File: src/rtl/vga_timing_pkg.sv
// vga_timing_pkg: 1280x1024@60 timing constants, counter/line widths and request FSM encoding.
package vga_timing_pkg;
   localparam int H_ACTIVE   = 1280;
   localparam int H_FP       = 48;
   localparam int H_SYNC     = 112;
   localparam int H_BP       = 248;
   localparam int H_TOTAL    = H_ACTIVE + H_FP + H_SYNC + H_BP;
   localparam int V_ACTIVE   = 1024;
   localparam int V_FP       = 1;
   localparam int V_SYNC     = 3;
   localparam int V_BP       = 38;
   localparam int V_TOTAL    = V_ACTIVE + V_FP + V_SYNC + V_BP;
   localparam int PREFETCH_H = 1280;
   localparam int REQ_HOLD   = 4;
   localparam int CNT_W      = 11;
   localparam int LINE_W     = 13;
   typedef enum logic {REQ_IDLE = 1'b0, REQ_HOLD_ST = 1'b1} req_state_e;
endpackage

File: src/rtl/vga_timing_gen.sv
// vga_timing_gen: h/v raster counters with stage-0 sync, active and frame-latch decode.
module vga_timing_gen
   import vga_timing_pkg::*;
#(
   parameter int HACT = H_ACTIVE,
   parameter int HFP  = H_FP,
   parameter int HSW  = H_SYNC,
   parameter int HBP  = H_BP,
   parameter int VACT = V_ACTIVE,
   parameter int VFP  = V_FP,
   parameter int VSW  = V_SYNC,
   parameter int VBP  = V_BP
) (
   input  logic             clock,
   input  logic             iRST,
   output logic [CNT_W-1:0] h_o,
   output logic [CNT_W-1:0] v_o,
   output logic             active_o,
   output logic             hs_o,
   output logic             vs_o,
   output logic             frame_latch_o
);
   localparam int HT = HACT + HFP + HSW + HBP;
   localparam int VT = VACT + VFP + VSW + VBP;
   logic [CNT_W-1:0] h_q, h_d, v_q, v_d;
   always_comb begin
      h_d = (h_q == CNT_W'(HT - 1)) ? '0 : h_q + 1'b1;
      v_d = (h_q != CNT_W'(HT - 1)) ? v_q : (v_q == CNT_W'(VT - 1)) ? '0 : v_q + 1'b1;
   end
   always_ff @(posedge clock or posedge iRST)
      if (iRST) begin
         h_q <= '0;
         v_q <= '0;
      end else begin
         h_q <= h_d;
         v_q <= v_d;
      end
   assign h_o           = h_q;
   assign v_o           = v_q;
   assign active_o      = (h_q < CNT_W'(HACT)) && (v_q < CNT_W'(VACT));
   assign hs_o          = (h_q >= CNT_W'(HACT + HFP)) && (h_q < CNT_W'(HACT + HFP + HSW));
   assign vs_o          = (v_q >= CNT_W'(VACT + VFP)) && (v_q < CNT_W'(VACT + VFP + VSW));
   assign frame_latch_o = (v_q == CNT_W'(VT - 1)) && (h_q == '0);
endmodule

File: src/rtl/vga_fifo_to_pixel.sv
// vga_fifo_to_pixel: pops the VGA line FIFO per active pixel, drives grey RGB/sync/blank, requests lines.
// Optional grey h^v test pattern when VGA_TEST_PATTERN_EN is defined.
module vga_fifo_to_pixel
   import vga_timing_pkg::*;
#(
   parameter int HACT = H_ACTIVE,
   parameter int HFP  = H_FP,
   parameter int HSW  = H_SYNC,
   parameter int HBP  = H_BP,
   parameter int VACT = V_ACTIVE,
   parameter int VFP  = V_FP,
   parameter int VSW  = V_SYNC,
   parameter int VBP  = V_BP,
   parameter int PREF = PREFETCH_H,
   parameter int HOLD = REQ_HOLD
) (
   input  logic              clock,
   input  logic              iRST,
   output logic [LINE_W-1:0] oVGA_LINE_TO_LOAD,
   output logic              oVGA_LOAD_TO_FIFO_REQ,
   output logic              oFRAME_LATCH,
   output logic              oFIFO_RDREQ,
   input  logic              iFIFO_EMPTY,
   input  logic [7:0]        iFIFO_Q,
`ifdef VGA_TEST_PATTERN_EN
   input  logic              iTEST_PATTERN,
`endif
   output logic [7:0]        oVGA_R,
   output logic [7:0]        oVGA_G,
   output logic [7:0]        oVGA_B,
   output logic              oVGA_HS,
   output logic              oVGA_VS,
   output logic              oVGA_BLANK_N,
   output logic              oUNDERFLOW,
   input  logic              iCLR_STATUS
);
   localparam int VT = VACT + VFP + VSW + VBP;
   localparam int HW = $clog2(HOLD + 1);
   logic [CNT_W-1:0]  h, v;
   logic              act0, hs0, vs0, tp0, rdreq, trig;
   logic              taken_q, hs1_q, vs1_q, act1_q, hs2_q, vs2_q, blank_q, und_q, und_d;
   logic [7:0]        pix_q, pix_d;
   req_state_e        state_q, state_d;
   logic [HW-1:0]     cnt_q, cnt_d;
   logic [LINE_W-1:0] line_q, line_d;

   vga_timing_gen #(
      .HACT(HACT), .HFP(HFP), .HSW(HSW), .HBP(HBP),
      .VACT(VACT), .VFP(VFP), .VSW(VSW), .VBP(VBP)
   ) u_timing (
      .clock(clock), .iRST(iRST), .h_o(h), .v_o(v), .active_o(act0),
      .hs_o(hs0), .vs_o(vs0), .frame_latch_o(oFRAME_LATCH)
   );

   // Reset leaves the counters at an active pixel, so the pop must be masked explicitly.
   assign rdreq = !iRST && act0 && !iFIFO_EMPTY && !tp0;
   assign und_d = (act0 && iFIFO_EMPTY && !tp0) || (und_q && !iCLR_STATUS);

`ifdef VGA_TEST_PATTERN_EN
   logic       tp1_q;
   logic [7:0] pat1_q;
   always_ff @(posedge clock or posedge iRST)
      if (iRST) begin
         tp1_q  <= 1'b0;
         pat1_q <= '0;
      end else begin
         tp1_q  <= iTEST_PATTERN;
         pat1_q <= act0 ? (h[7:0] ^ v[7:0]) : 8'h00;
      end
   assign tp0   = iTEST_PATTERN;
   assign pix_d = tp1_q ? pat1_q : taken_q ? iFIFO_Q : 8'h00;
`else
   assign tp0   = 1'b0;
   assign pix_d = taken_q ? iFIFO_Q : 8'h00;
`endif

   always_ff @(posedge clock or posedge iRST)
      if (iRST) begin
         taken_q <= 1'b0;
         hs1_q   <= 1'b0;
         vs1_q   <= 1'b0;
         act1_q  <= 1'b0;
         pix_q   <= '0;
         hs2_q   <= 1'b0;
         vs2_q   <= 1'b0;
         blank_q <= 1'b0;
         und_q   <= 1'b0;
         state_q <= REQ_IDLE;
         cnt_q   <= '0;
         line_q  <= '0;
      end else begin
         taken_q <= rdreq;
         hs1_q   <= hs0;
         vs1_q   <= vs0;
         act1_q  <= act0;
         pix_q   <= pix_d;
         hs2_q   <= hs1_q;
         vs2_q   <= vs1_q;
         blank_q <= act1_q;
         und_q   <= und_d;
         state_q <= state_d;
         cnt_q   <= cnt_d;
         line_q  <= line_d;
      end

   // Request the line after the current one; the last blanking line fetches line 0 of the next frame.
   assign trig = (state_q == REQ_IDLE) && (h == CNT_W'(PREF)) &&
                 ((v < CNT_W'(VACT - 1)) || (v == CNT_W'(VT - 1)));

   always_comb begin
      state_d = state_q;
      cnt_d   = cnt_q;
      line_d  = line_q;
      if (trig) begin
         state_d = REQ_HOLD_ST;
         cnt_d   = HW'(HOLD - 1);
         line_d  = (v == CNT_W'(VT - 1)) ? '0 : LINE_W'(v) + 1'b1;
      end else if (state_q == REQ_HOLD_ST) begin
         cnt_d   = cnt_q - 1'b1;
         state_d = (cnt_q == '0) ? REQ_IDLE : REQ_HOLD_ST;
      end
   end

   assign oFIFO_RDREQ           = rdreq;
   assign oVGA_LINE_TO_LOAD     = line_q;
   assign oVGA_LOAD_TO_FIFO_REQ = (state_q == REQ_HOLD_ST);
   assign oVGA_R                = pix_q;
   assign oVGA_G                = pix_q;
   assign oVGA_B                = pix_q;
   assign oVGA_HS               = hs2_q;
   assign oVGA_VS               = vs2_q;
   assign oVGA_BLANK_N          = blank_q;
   assign oUNDERFLOW            = und_q;
endmodule

File: config.mk
export PLATFORM = sky130hd
export DESIGN_NAME = vga_fifo_to_pixel
export DESIGN_NICKNAME = d
export VERILOG_FILES = /design/src/rtl/vga_timing_pkg.sv /design/src/rtl/vga_timing_gen.sv /design/src/rtl/vga_fifo_to_pixel.sv
export SDC_FILE = /design/constraint.sdc
export NUM_CORES = 1
export LEC_CHECK = 0
export ABC_CLOCK_PERIOD_IN_PS = 2900
export CORE_MARGIN = 5
export CORE_UTILIZATION = 50
export DETAILED_ROUTE_END_ITERATION = 10
export PLACE_DENSITY = 0.85
export SYNTH_ARGS = -nofsm -noshare
export SYNTH_HDL_FRONTEND = slang
export SYNTH_SLANG_ARGS = --single-unit
File: constraint.sdc
create_clock -name clock -period 2.9 [get_ports clock]
set_clock_uncertainty 0.05 [all_clocks]
set_input_delay 0.58 -clock clock [delete_from_list [all_inputs] [get_ports clock]]
set_output_delay 0.58 -clock clock [all_outputs]
set_load 0.1 [all_outputs]
==> results.toml, run 1 <==
[run_status]
outcome = "completed"

[grt]
initial_antenna_violation_count = 0
globalRouteTotalUtil = 0.177
first_pass_grt_wire_length_microns = 9090
grt-ovfl-total = 0
first_global_vias = 1873
grt_max_degree = 41

[power_and_ir_drop]
cell_internal_pwr_mw = 1.05
p_seq_frac = 0.528
proportion_of_total_power_due_to_net_switching = 0.270
total_switching_power_uw = 390
combPwrFrac = 0.126
clock_power_share = 0.346
vdd_drop_max_uv = 202
power-per-cell-area_mw_per_mm2 = 454
cellLeakagePower_nw = 1.49

[layout]
register_area_sq_mm = 0.00135
fin_util = 0.627
fraction_of_layout_instances_using_a_drive_strength_above_1 = 0.251
multiInputGateArea_sq_mm = 0.00107
antenna_cells = 0
nNetsFinal = 304
final.fill_count = 418
syn2layout_area_growth_pct = 22.8
final_area_sq_mm = 0.00318

[flow_run]
max-cap-violations = 0

[floorplan]
area_of_the_die_sq_mm = 0.00672
start_util = 0.511
die_h_microns = 82.0
boundaryPins = 56
rows = 26
core_region_area_sq_mm = 0.00507
die_w_microns = 82.0

[timing]
rsz0062_at_grt = "no"
ratio_of_final_minimum_period_to_clock_period = 0.967
setup_viol = 0
max_slew_margin = 0.575
finalHoldViolCount = 0
timing.final.crit_period_ps = 2800
timing.fmax_ghz = 0.357
timing.final.max_slew_violations = 0
fin_setup_tns_ps = 0
worst-slew-pin-transition_ps = 638
least_setup_slack_across_all_paths_after_layout_ps = 96.5

[detailed_routing]
firstDrtPassIters = 4
ant_nets = 0
postRouteWirelength_microns = 5590
average_detailed_routed_wire_length_per_instance_microns = 15.7
drt-initial-drc-count = 115
total_via_count_in_the_routed_design = 1893
drcViolationCount = 0
via_per_inst = 5.30

[logic_synthesis]
netlist.area_leader.share = 0.521
synthDominantAreaCellType = "dfrtp_1"
synth_top_flop_cell = "dfrtp_1"
syn-num-nets = 260
synth_area_per_cell_sq_um = 10.7
synth.yosys.warnings = 0
netlist_top_cells_area = "dfrtp_1 52%, buf_4 4.9%, xnor2_1 4.4%"
synth_edf_count = 0
synth-seq-cells = 54
seq_area_frac_synth = 0.521
synth.lib_cells_used.distinct = 42
postSynthCellCount = 242
async_reset_ff_frac = 1.00
post_synth_instance_area_sq_mm = 0.00259

[critical_path]
signal_arrival_time_at_the_worst_endpoint_ps = 2170
critical_path_class = "flop to output port"
setup.worst_path.end_class = "output port"
timing.critical_path.fanout_max = 4
crit_path_start_kind = "flop"
cp_data_required_time_ps = 2270

[hold_path]
timing.hold.worst.class = "flop to flop"

[cts]
clk_pin_slew_worst_paths_ps = 100
cts_tree = "built"
cts.hold.buffers_added = 0
clk_root_buffer_cell = "clkbuf_8"
h-tree-depth = 2
clkSinkCount = 54
cts_inserted_buffers = 5
clk_path_buf_depth = 2
clock_latency_ps = 300

[placement]
globalplace.congestion = 0.841
hpwl_microns = 4070
pre_cts_slack_ps = 374
io_buffers = 54
placedInstanceArea_sq_mm = 0.00304
[stage by stage]
step                      hold WS, ps  cells  total power [mW]
after floorplan                   281    242             0.922
final                             306    357              1.44
after global placement            282    347             0.958
after CTS                         308    355              1.46
after global routing              321    357              1.50
after detailed placement          285    347             0.962
[final timing paths]
check	start	to	slack (ps)	cells after the start
max	u_timing.h_o[1]	oFRAME_LATCH	100	6
min	hs1_q	oVGA_HS	310	0
max reg2reg	u_timing.v_o[0]	oVGA_LINE_TO_LOAD[7]	550	4
min reg2reg	hs1_q	oVGA_HS	310	0
max in group asynchronous	iRST	u_timing.h_o[0]	1690	3
min in group asynchronous	iRST	oVGA_HS	580	2
[area by class of cell]
class | instances | area share
Sequential cell | 54 | 0.425
Multi-Input combinational cell | 155 | 0.338
Timing Repair Buffer | 60 | 0.162
Tap cell | 70 | 0.0275
Clock buffer | 5 | 0.0216
Clock inverter | 3 | 0.0142
Inverter | 10 | 0.0118
[cells in the final DEF, fill, tap and decap left out, types with 2 or more instances in the layout]
master / count
buf_4: 46
dfrtp_1: 53
nor2_1: 12
and4_1: 2
nor4_1: 3
and3_1: 3
inv_1: 9
mux2_2: 2
or3_1: 2
nand4_1: 4
a22o_1: 6
nor3_1: 7
clkbuf_8: 5
clkdlybuf4s50_1: 11
buf_12: 3
xor2_1: 10
and2_1: 11
nand3b_1: 2
nand2b_1: 3
o2bb2ai_1: 4
or4_4: 2
a21oi_1: 3
nand3_1: 9
clkinvlp_4: 2
ha_1: 6
nand2_1: 21
nor4_4: 2
xnor2_1: 13
o21ai_0: 12
[cells in the mapped netlist, types with 6 or more instances]
master and number:
xnor2_1 13, nand2_1 21, xor2_1 10, o21ai_0 12, a22o_1 6, buf_4 17, nand3_1 10, ha_1 6
and2_1 11, dfrtp_1 54, inv_1 10, nor2_1 13, nor3_1 7
[routing by layer]
metal  vias up  global-route usage  wire length (microns)
met5         -                   0                      0
met1       922               0.210                   2280
met2        65               0.313                   2840
met3         9              0.0351                    376
li1        897                   -                      -
met4         0              0.0681                     99
[power by group through the flow]
stage                     logic (mW)  registers, mW  clock network [mW]
after floorplan                0.106          0.816                   0
after global placement         0.180          0.778                   0
after detailed placement       0.183          0.778                   0
after CTS                      0.184          0.763               0.510
after global routing           0.188          0.765               0.550
final                          0.181          0.763               0.500
[registers in the layout, indices dropped and copies added, names as in the netlist]
name,count
act1_q,1
oVGA_LINE_TO_LOAD,12
cnt_q,3
oVGA_HS,1
vs1_q,1
oVGA_VS,1
oUNDERFLOW,1
taken_q,1
hs1_q,1
oVGA_BLANK_N,1
u_timing.v_o,11
oVGA_B,8
u_timing.h_o,11
oVGA_LOAD_TO_FIFO_REQ,1
[repair_timing]
action,CTS,global route
gates resized for setup,0,3
setup buffers,0,2
hold endpoints to repair,0,0
endpoints found under the setup margin,0,1
[kinds of logic after synthesis]
logic type / share of synthesized area
flip-flops: 0.521
adder cells (fa/ha/maj): 0.0290
AO/OA/AOI/OAI: 0.0777
AND/OR/NAND/NOR: 0.204
buffers and inverters: 0.0758
multiplexers: 0.0126
other: 0.00145
XOR/XNOR: 0.0777
[worst max-delay path, stage by stage, from the launching register on]
cell	delay [ps]
dfrtp_1	430
inv_1	80
ha_1	130
or4b_4	480
or4_4	440
nor2_4	120
buf_12	180
Note: power is estimated with default switching activity, not from simulation.
==> run 2: changes to the inputs <==
--- a/config.mk
+++ b/config.mk
@@ -5,10 +5,12 @@
 export SDC_FILE = /design/constraint.sdc
 export NUM_CORES = 1
 export LEC_CHECK = 0
-export ABC_CLOCK_PERIOD_IN_PS = 2900
+export ABC_AREA = 0
+export ABC_CLOCK_PERIOD_IN_PS = 2750
 export CORE_MARGIN = 5
 export CORE_UTILIZATION = 50
 export DETAILED_ROUTE_END_ITERATION = 10
+export HOLD_SLACK_MARGIN = 0.05
 export PLACE_DENSITY = 0.85
 export SYNTH_ARGS = -nofsm -noshare
 export SYNTH_HDL_FRONTEND = slang
==> constraint.sdc (replaced) <==
create_clock -name clock -period 2.75 [get_ports clock]
set_clock_uncertainty 0.05 [all_clocks]
set_input_delay 0.55 -clock clock [delete_from_list [all_inputs] [get_ports clock]]
set_output_delay 0.55 -clock clock [all_outputs]
set_load 0.1 [all_outputs]
==> run 2 against run 1 <==
Against the previous run: wire length is 3.5% higher; worst hold slack got worse by 2.2 ps; cell count grew 2.2%; worst setup slack got worse by 54 ps; register-to-register slack worse by 220 ps; total power up 6.3%; global-route usage grew 0.43 points; count of clock-buffer cells in the layout grew 1; via count rose by 4.8%; largest cell class unchanged; largest power group unchanged; highest routed layer unchanged.
==> results.toml, run 2 (synthesized netlist as in run 1, its figures left out) <==
[run_status]
outcome = "completed"

[floorplan]
core_region_area_sq_mm = 0.00507
rows = 26
die_w_microns = 82.0
die_h_microns = 82.0
start_util = 0.511
boundaryPins = 56
area_of_the_die_sq_mm = 0.00672

[grt]
globalRouteTotalUtil = 0.181
grt_max_degree = 41
first_pass_grt_wire_length_microns = 9140
initial_antenna_violation_count = 0
first_global_vias = 1867
grt-ovfl-total = 0

[layout]
mostFrequentLayoutCells = "55 x buf_4, 52 x dfrtp_1, 21 x nand2_1"
largest_register_ffs = 12
fraction_of_layout_instances_using_a_drive_strength_above_1 = 0.275
antenna_cells = 0
final_common_cell = "buf_4"
final_area_sq_mm = 0.00325
multiInputGateArea_sq_mm = 0.00108
register_area_sq_mm = 0.00135
final.fill_count = 385
syn2layout_area_growth_pct = 25.4
nNetsFinal = 313

[power_and_ir_drop]
combPwrFrac = 0.124
p_seq_frac = 0.524
cellLeakagePower_nw = 1.54
vdd_drop_max_uv = 222
power-per-cell-area_mw_per_mm2 = 472
total_switching_power_uw = 403
cell_internal_pwr_mw = 1.13
proportion_of_total_power_due_to_net_switching = 0.262
clock_power_share = 0.351

[placement]
hpwl_microns = 4140
io_buffers = 54
globalplace.congestion = 0.853
placedInstanceArea_sq_mm = 0.00305

[critical_path]
worstSetupStartpoint = "u_timing.h_o[0]"
cp_num_cells = 6
critical_path_class = "flop to output port"
critical_path.cell_chain = "inv_1 > ha_1 > or4b_4 > or4_4 > nor2_4 > buf_12"
reg2regPathDepth = 4
rr_endpoint = "oVGA_LINE_TO_LOAD[4]"
timing.critical_path.fanout_max = 2
timing.reg2reg.setup_slack_ps = 330
worst_r2r_src = "u_timing.v_o[2]"
signal_arrival_time_at_the_worst_endpoint_ps = 2110
setup.worst_path.end_class = "output port"
max_stage_delay_cell_worst_path = "or4b_4"
critPathBufInv = 2
worst_setup_path_endpoint = "oFRAME_LATCH"
critical-path-max-stage-delay_ps = 470
cp_data_required_time_ps = 2150
crit_path_start_kind = "flop"
path_delay_family = "simple AND/OR/NAND/NOR gates"

[cts]
clk_root_buffer_cell = "clkbuf_8"
cts_inserted_buffers = 5
clock_latency_ps = 310
cts.hold.buffers_added = 0
h-tree-depth = 2
clk_path_buf_depth = 2
clk_pin_slew_worst_paths_ps = 90
cts_tree = "built"
clkSinkCount = 54

[timing]
ratio_of_final_minimum_period_to_clock_period = 0.985
rsz0062_at_grt = "yes"
fin_setup_tns_ps = 0
max_slew_margin = 0.544
timing.fmax_ghz = 0.369
setup_viol = 0
worst-slew-pin-transition_ps = 678
finalHoldViolCount = 0
timing.final.max_slew_violations = 0
timing.final.crit_period_ps = 2710

[detailed_routing]
maxUsedRoutingLayer = "met4"
average_detailed_routed_wire_length_per_instance_microns = 15.9
drt-initial-drc-count = 176
drcViolationCount = 0
total_via_count_in_the_routed_design = 1983
wl_met2_microns = 2850
via_per_inst = 5.43
met1_length_microns = 2360
postRouteWirelength_microns = 5790
firstDrtPassIters = 4
routed-wl-met3_microns = 493
ant_nets = 0

[flow_run]
max-cap-violations = 0

[hold_path]
whs_path_depth = 0
timing.hold.worst.class = "flop to flop"
[run 2: worst reg2reg max path: stages, from the launching register on]
cell	delay, ps
dfrtp_1	510
nand4_1	220
or3_1	510
a2bb2oi_2	600
mux2_2	420
[run 2: how the worst min path moves through the flow]
stage          startpoint           end  slack, ps
5_1_grt             hs1_q       oVGA_HS        320
3_5_place_dp        hs1_q       oVGA_HS        290
3_3_place_gp        vs1_q       oVGA_VS        280
4_1_cts             hs1_q       oVGA_HS        310
2_1_floorplan      act1_q  oVGA_BLANK_N        280
6_report            hs1_q       oVGA_HS        300
[run 2: stage by stage]
stage,util,std cells,power [mW],hold WS [ps],setup WS (ps)
floorplan,-,242,0.972,281,140
global placement,0.601,348,1.01,282,295
detailed placement,0.601,348,1.01,286,255
CTS,0.629,358,1.54,306,3.34
global route,0.641,365,1.59,321,-22.8
finish,0.641,365,1.53,304,42.2
[run 2: repair_timing]
action,CTS,global route
pin swaps,0,1
gates resized for setup,2,2
setup endpoints to repair,1,1
setup buffers,3,7
[run 2: final cells by class]
type | instances | share of cell area
Inverter | 10 | 0.0115
Timing Repair Buffer | 69 | 0.179
Clock buffer | 6 | 0.0254
Multi-Input combinational cell | 155 | 0.331
Sequential cell | 54 | 0.416
Tap cell | 70 | 0.0269
Clock inverter | 1 | 0.00924
[run 2: layer usage]
| metal | global-route usage | vias to the layer above |
|---|---|---|
| met3 | 0.0471 | 9 |
| met4 | 0.0681 | 0 |
| met1 | 0.215 | 971 |
| met2 | 0.313 | 91 |
| met5 | 0 | - |
| li1 | - | 912 |
[run 2: power by group through the flow]
stage               logic (mW)  registers [mW]  clock network, mW
CTS                      0.193           0.805              0.542
global route             0.198           0.806              0.590
detailed placement       0.193           0.821                  0
finish                   0.191           0.805              0.539
floorplan                0.111           0.860                  0
global placement         0.190           0.820                  0
==> run 3: changes to the inputs <==
--- a/config.mk
+++ b/config.mk
@@ -12,6 +12,7 @@
 export DETAILED_ROUTE_END_ITERATION = 10
 export HOLD_SLACK_MARGIN = 0.05
 export PLACE_DENSITY = 0.85
+export RECOVER_POWER = 100
 export SYNTH_ARGS = -nofsm -noshare
 export SYNTH_HDL_FRONTEND = slang
 export SYNTH_SLANG_ARGS = --single-unit
==> run 3 against run 2 <==
Against the previous run: sequential power about the same; wire length hardly changed; die area did not move; critical path depth did not move; register-to-register slack about the same; combinational power about the same; non-clock buffer count is the same; via count down 0.10%; first-iteration DRC count is 8.5% lower; core utilization decreased by 0.074 points; largest cell class unchanged; largest power group unchanged; highest routed layer unchanged.
==> results.toml, run 3 (synthesized netlist as in run 1, its figures left out) <==
[grt]
first_pass_grt_wire_length_microns = 9140
grt_max_degree = 41
grt-ovfl-total = 0
globalRouteTotalUtil = 0.181
first_global_vias = 1867
initial_antenna_violation_count = 0

[floorplan]
start_util = 0.511
rows = 26
boundaryPins = 56
die_w_microns = 82.0
die_h_microns = 82.0
core_region_area_sq_mm = 0.00507
area_of_the_die_sq_mm = 0.00672

[cts]
clk_root_buffer_cell = "clkbuf_8"
clock_latency_ps = 310
cts.hold.buffers_added = 0
h-tree-depth = 2
clk_path_buf_depth = 2
cts_inserted_buffers = 5
clkSinkCount = 54
cts_tree = "built"
clk_pin_slew_worst_paths_ps = 90

[placement]
hpwl_microns = 4140
globalplace.congestion = 0.853
io_buffers = 54
place.detailed.instances = 348
pre_cts_slack_ps = 255

[timing]
timing.fmax_ghz = 0.369
worst-slew-pin-transition_ps = 676
max_slew_margin = 0.545
holdWs_ps = 304
timing.final.max_slew_violations = 0
setup_viol = 0
ratio_of_final_minimum_period_to_clock_period = 0.985
finalHoldViolCount = 0
rsz0062_at_grt = "yes"
least_setup_slack_across_all_paths_after_layout_ps = 41.3
timing.final.crit_period_ps = 2710

[power_and_ir_drop]
vdd_drop_max_uv = 223
power-per-cell-area_mw_per_mm2 = 472
cellLeakagePower_nw = 1.53

[critical_path]
rr_endpoint = "oVGA_LINE_TO_LOAD[4]"
reg2regPathDepth = 4
setup.worst_path.end_class = "output port"
critical_path_class = "flop to output port"
worst_r2r_src = "u_timing.v_o[2]"
crit_path_start_kind = "flop"
timing.reg2reg.setup_slack_ps = 320
cp_data_required_time_ps = 2150
timing.critical_path.fanout_max = 2
signal_arrival_time_at_the_worst_endpoint_ps = 2110

[hold_path]
timing.hold.worst.class = "flop to flop"
min-delay-start = "hs1_q"
holdPathEnd = "oVGA_HS"
whs_path_depth = 0

[detailed_routing]
average_detailed_routed_wire_length_per_instance_microns = 15.9
drcViolationCount = 0
firstDrtPassIters = 6
ant_nets = 0
drt-initial-drc-count = 161
total_via_count_in_the_routed_design = 1981
postRouteWirelength_microns = 5790
via_per_inst = 5.43

[layout]
final_common_cell = "buf_4"
fraction_of_layout_instances_using_a_drive_strength_above_1 = 0.268
final-instance-count-excl-fill = 365
largest_register_ffs = 12
syn2layout_area_growth_pct = 25.3
nNetsFinal = 313
register_area_sq_mm = 0.00135
antenna_cells = 0
mostFrequentLayoutCells = "54 x buf_4, 52 x dfrtp_1, 21 x nand2_1"
final.fill_count = 387
multiInputGateArea_sq_mm = 0.00108

[flow_run]
max-cap-violations = 0

[run_status]
outcome = "completed"
run 3: layer usage:
layer  GRT usage  part of all wire  vias up
li1            -                 -      914
met1       0.215              0.40      950
met2       0.313              0.49      101
met3      0.0471             0.089       16
met4      0.0681             0.018        0
met5           0                 0        -
run 3: per-stage QoR:
| stage | TNS (ps) | utilization | power (mW) | cell area [sq um] |
|---|---|---|---|---|
| after global routing | -22.8 | 0.640 | 1.59 | 3250 |
| after floorplan | 0 | - | 0.972 | 2610 |
| final | 0 | 0.640 | 1.53 | 3250 |
| after detailed placement | 0 | 0.601 | 1.01 | 3050 |
| after global placement | 0 | 0.601 | 1.01 | 3050 |
| after CTS | 0 | 0.629 | 1.54 | 3190 |
run 3: worst max path at each step:
stage / from / end / slack [ps] / depth (start not counted)
6_report: u_timing.h_o[0] / oFRAME_LATCH / 40 / 6
3_5_place_dp: u_timing.h_o[0] / oFRAME_LATCH / 260 / 6
5_1_grt: u_timing.h_o[1] / oFRAME_LATCH / -20 / 6
4_1_cts: u_timing.h_o[7] / oFRAME_LATCH / 3 / 4
3_3_place_gp: u_timing.h_o[0] / oFRAME_LATCH / 300 / 6
2_1_floorplan: u_timing.h_o[0] / oFRAME_LATCH / 140 / 5
run 3: final cells by class:
cell class,count,share of cell area
Sequential cell,54,0.417
Multi-Input combinational cell,155,0.331
Timing Repair Buffer,69,0.178
Tap cell,70,0.0270
Clock buffer,6,0.0254
Inverter,10,0.0116
Clock inverter,1,0.00925
run 3: power by group:
part	internal [mW]	switching, mW	leakage [nW]	total (mW)
combinational	0.0397	0.149	0.759	0.189
clock	0.291	0.247	0.0573	0.539
sequential	0.799	0.00559	0.718	0.805
run 3: critical path: stages, from the launching register on:
cell     delay (ps)
dfrtp_1         390
inv_1            60
ha_1            150
or4b_4          470
or4_4           450
nor2_4          110
buf_12          180
run 3: repair_timing:
action,in CTS,in global routing
pin swaps,0,1
gates resized for setup,2,2
setup endpoints to repair,1,1
cloned,0,0
setup buffers,3,7
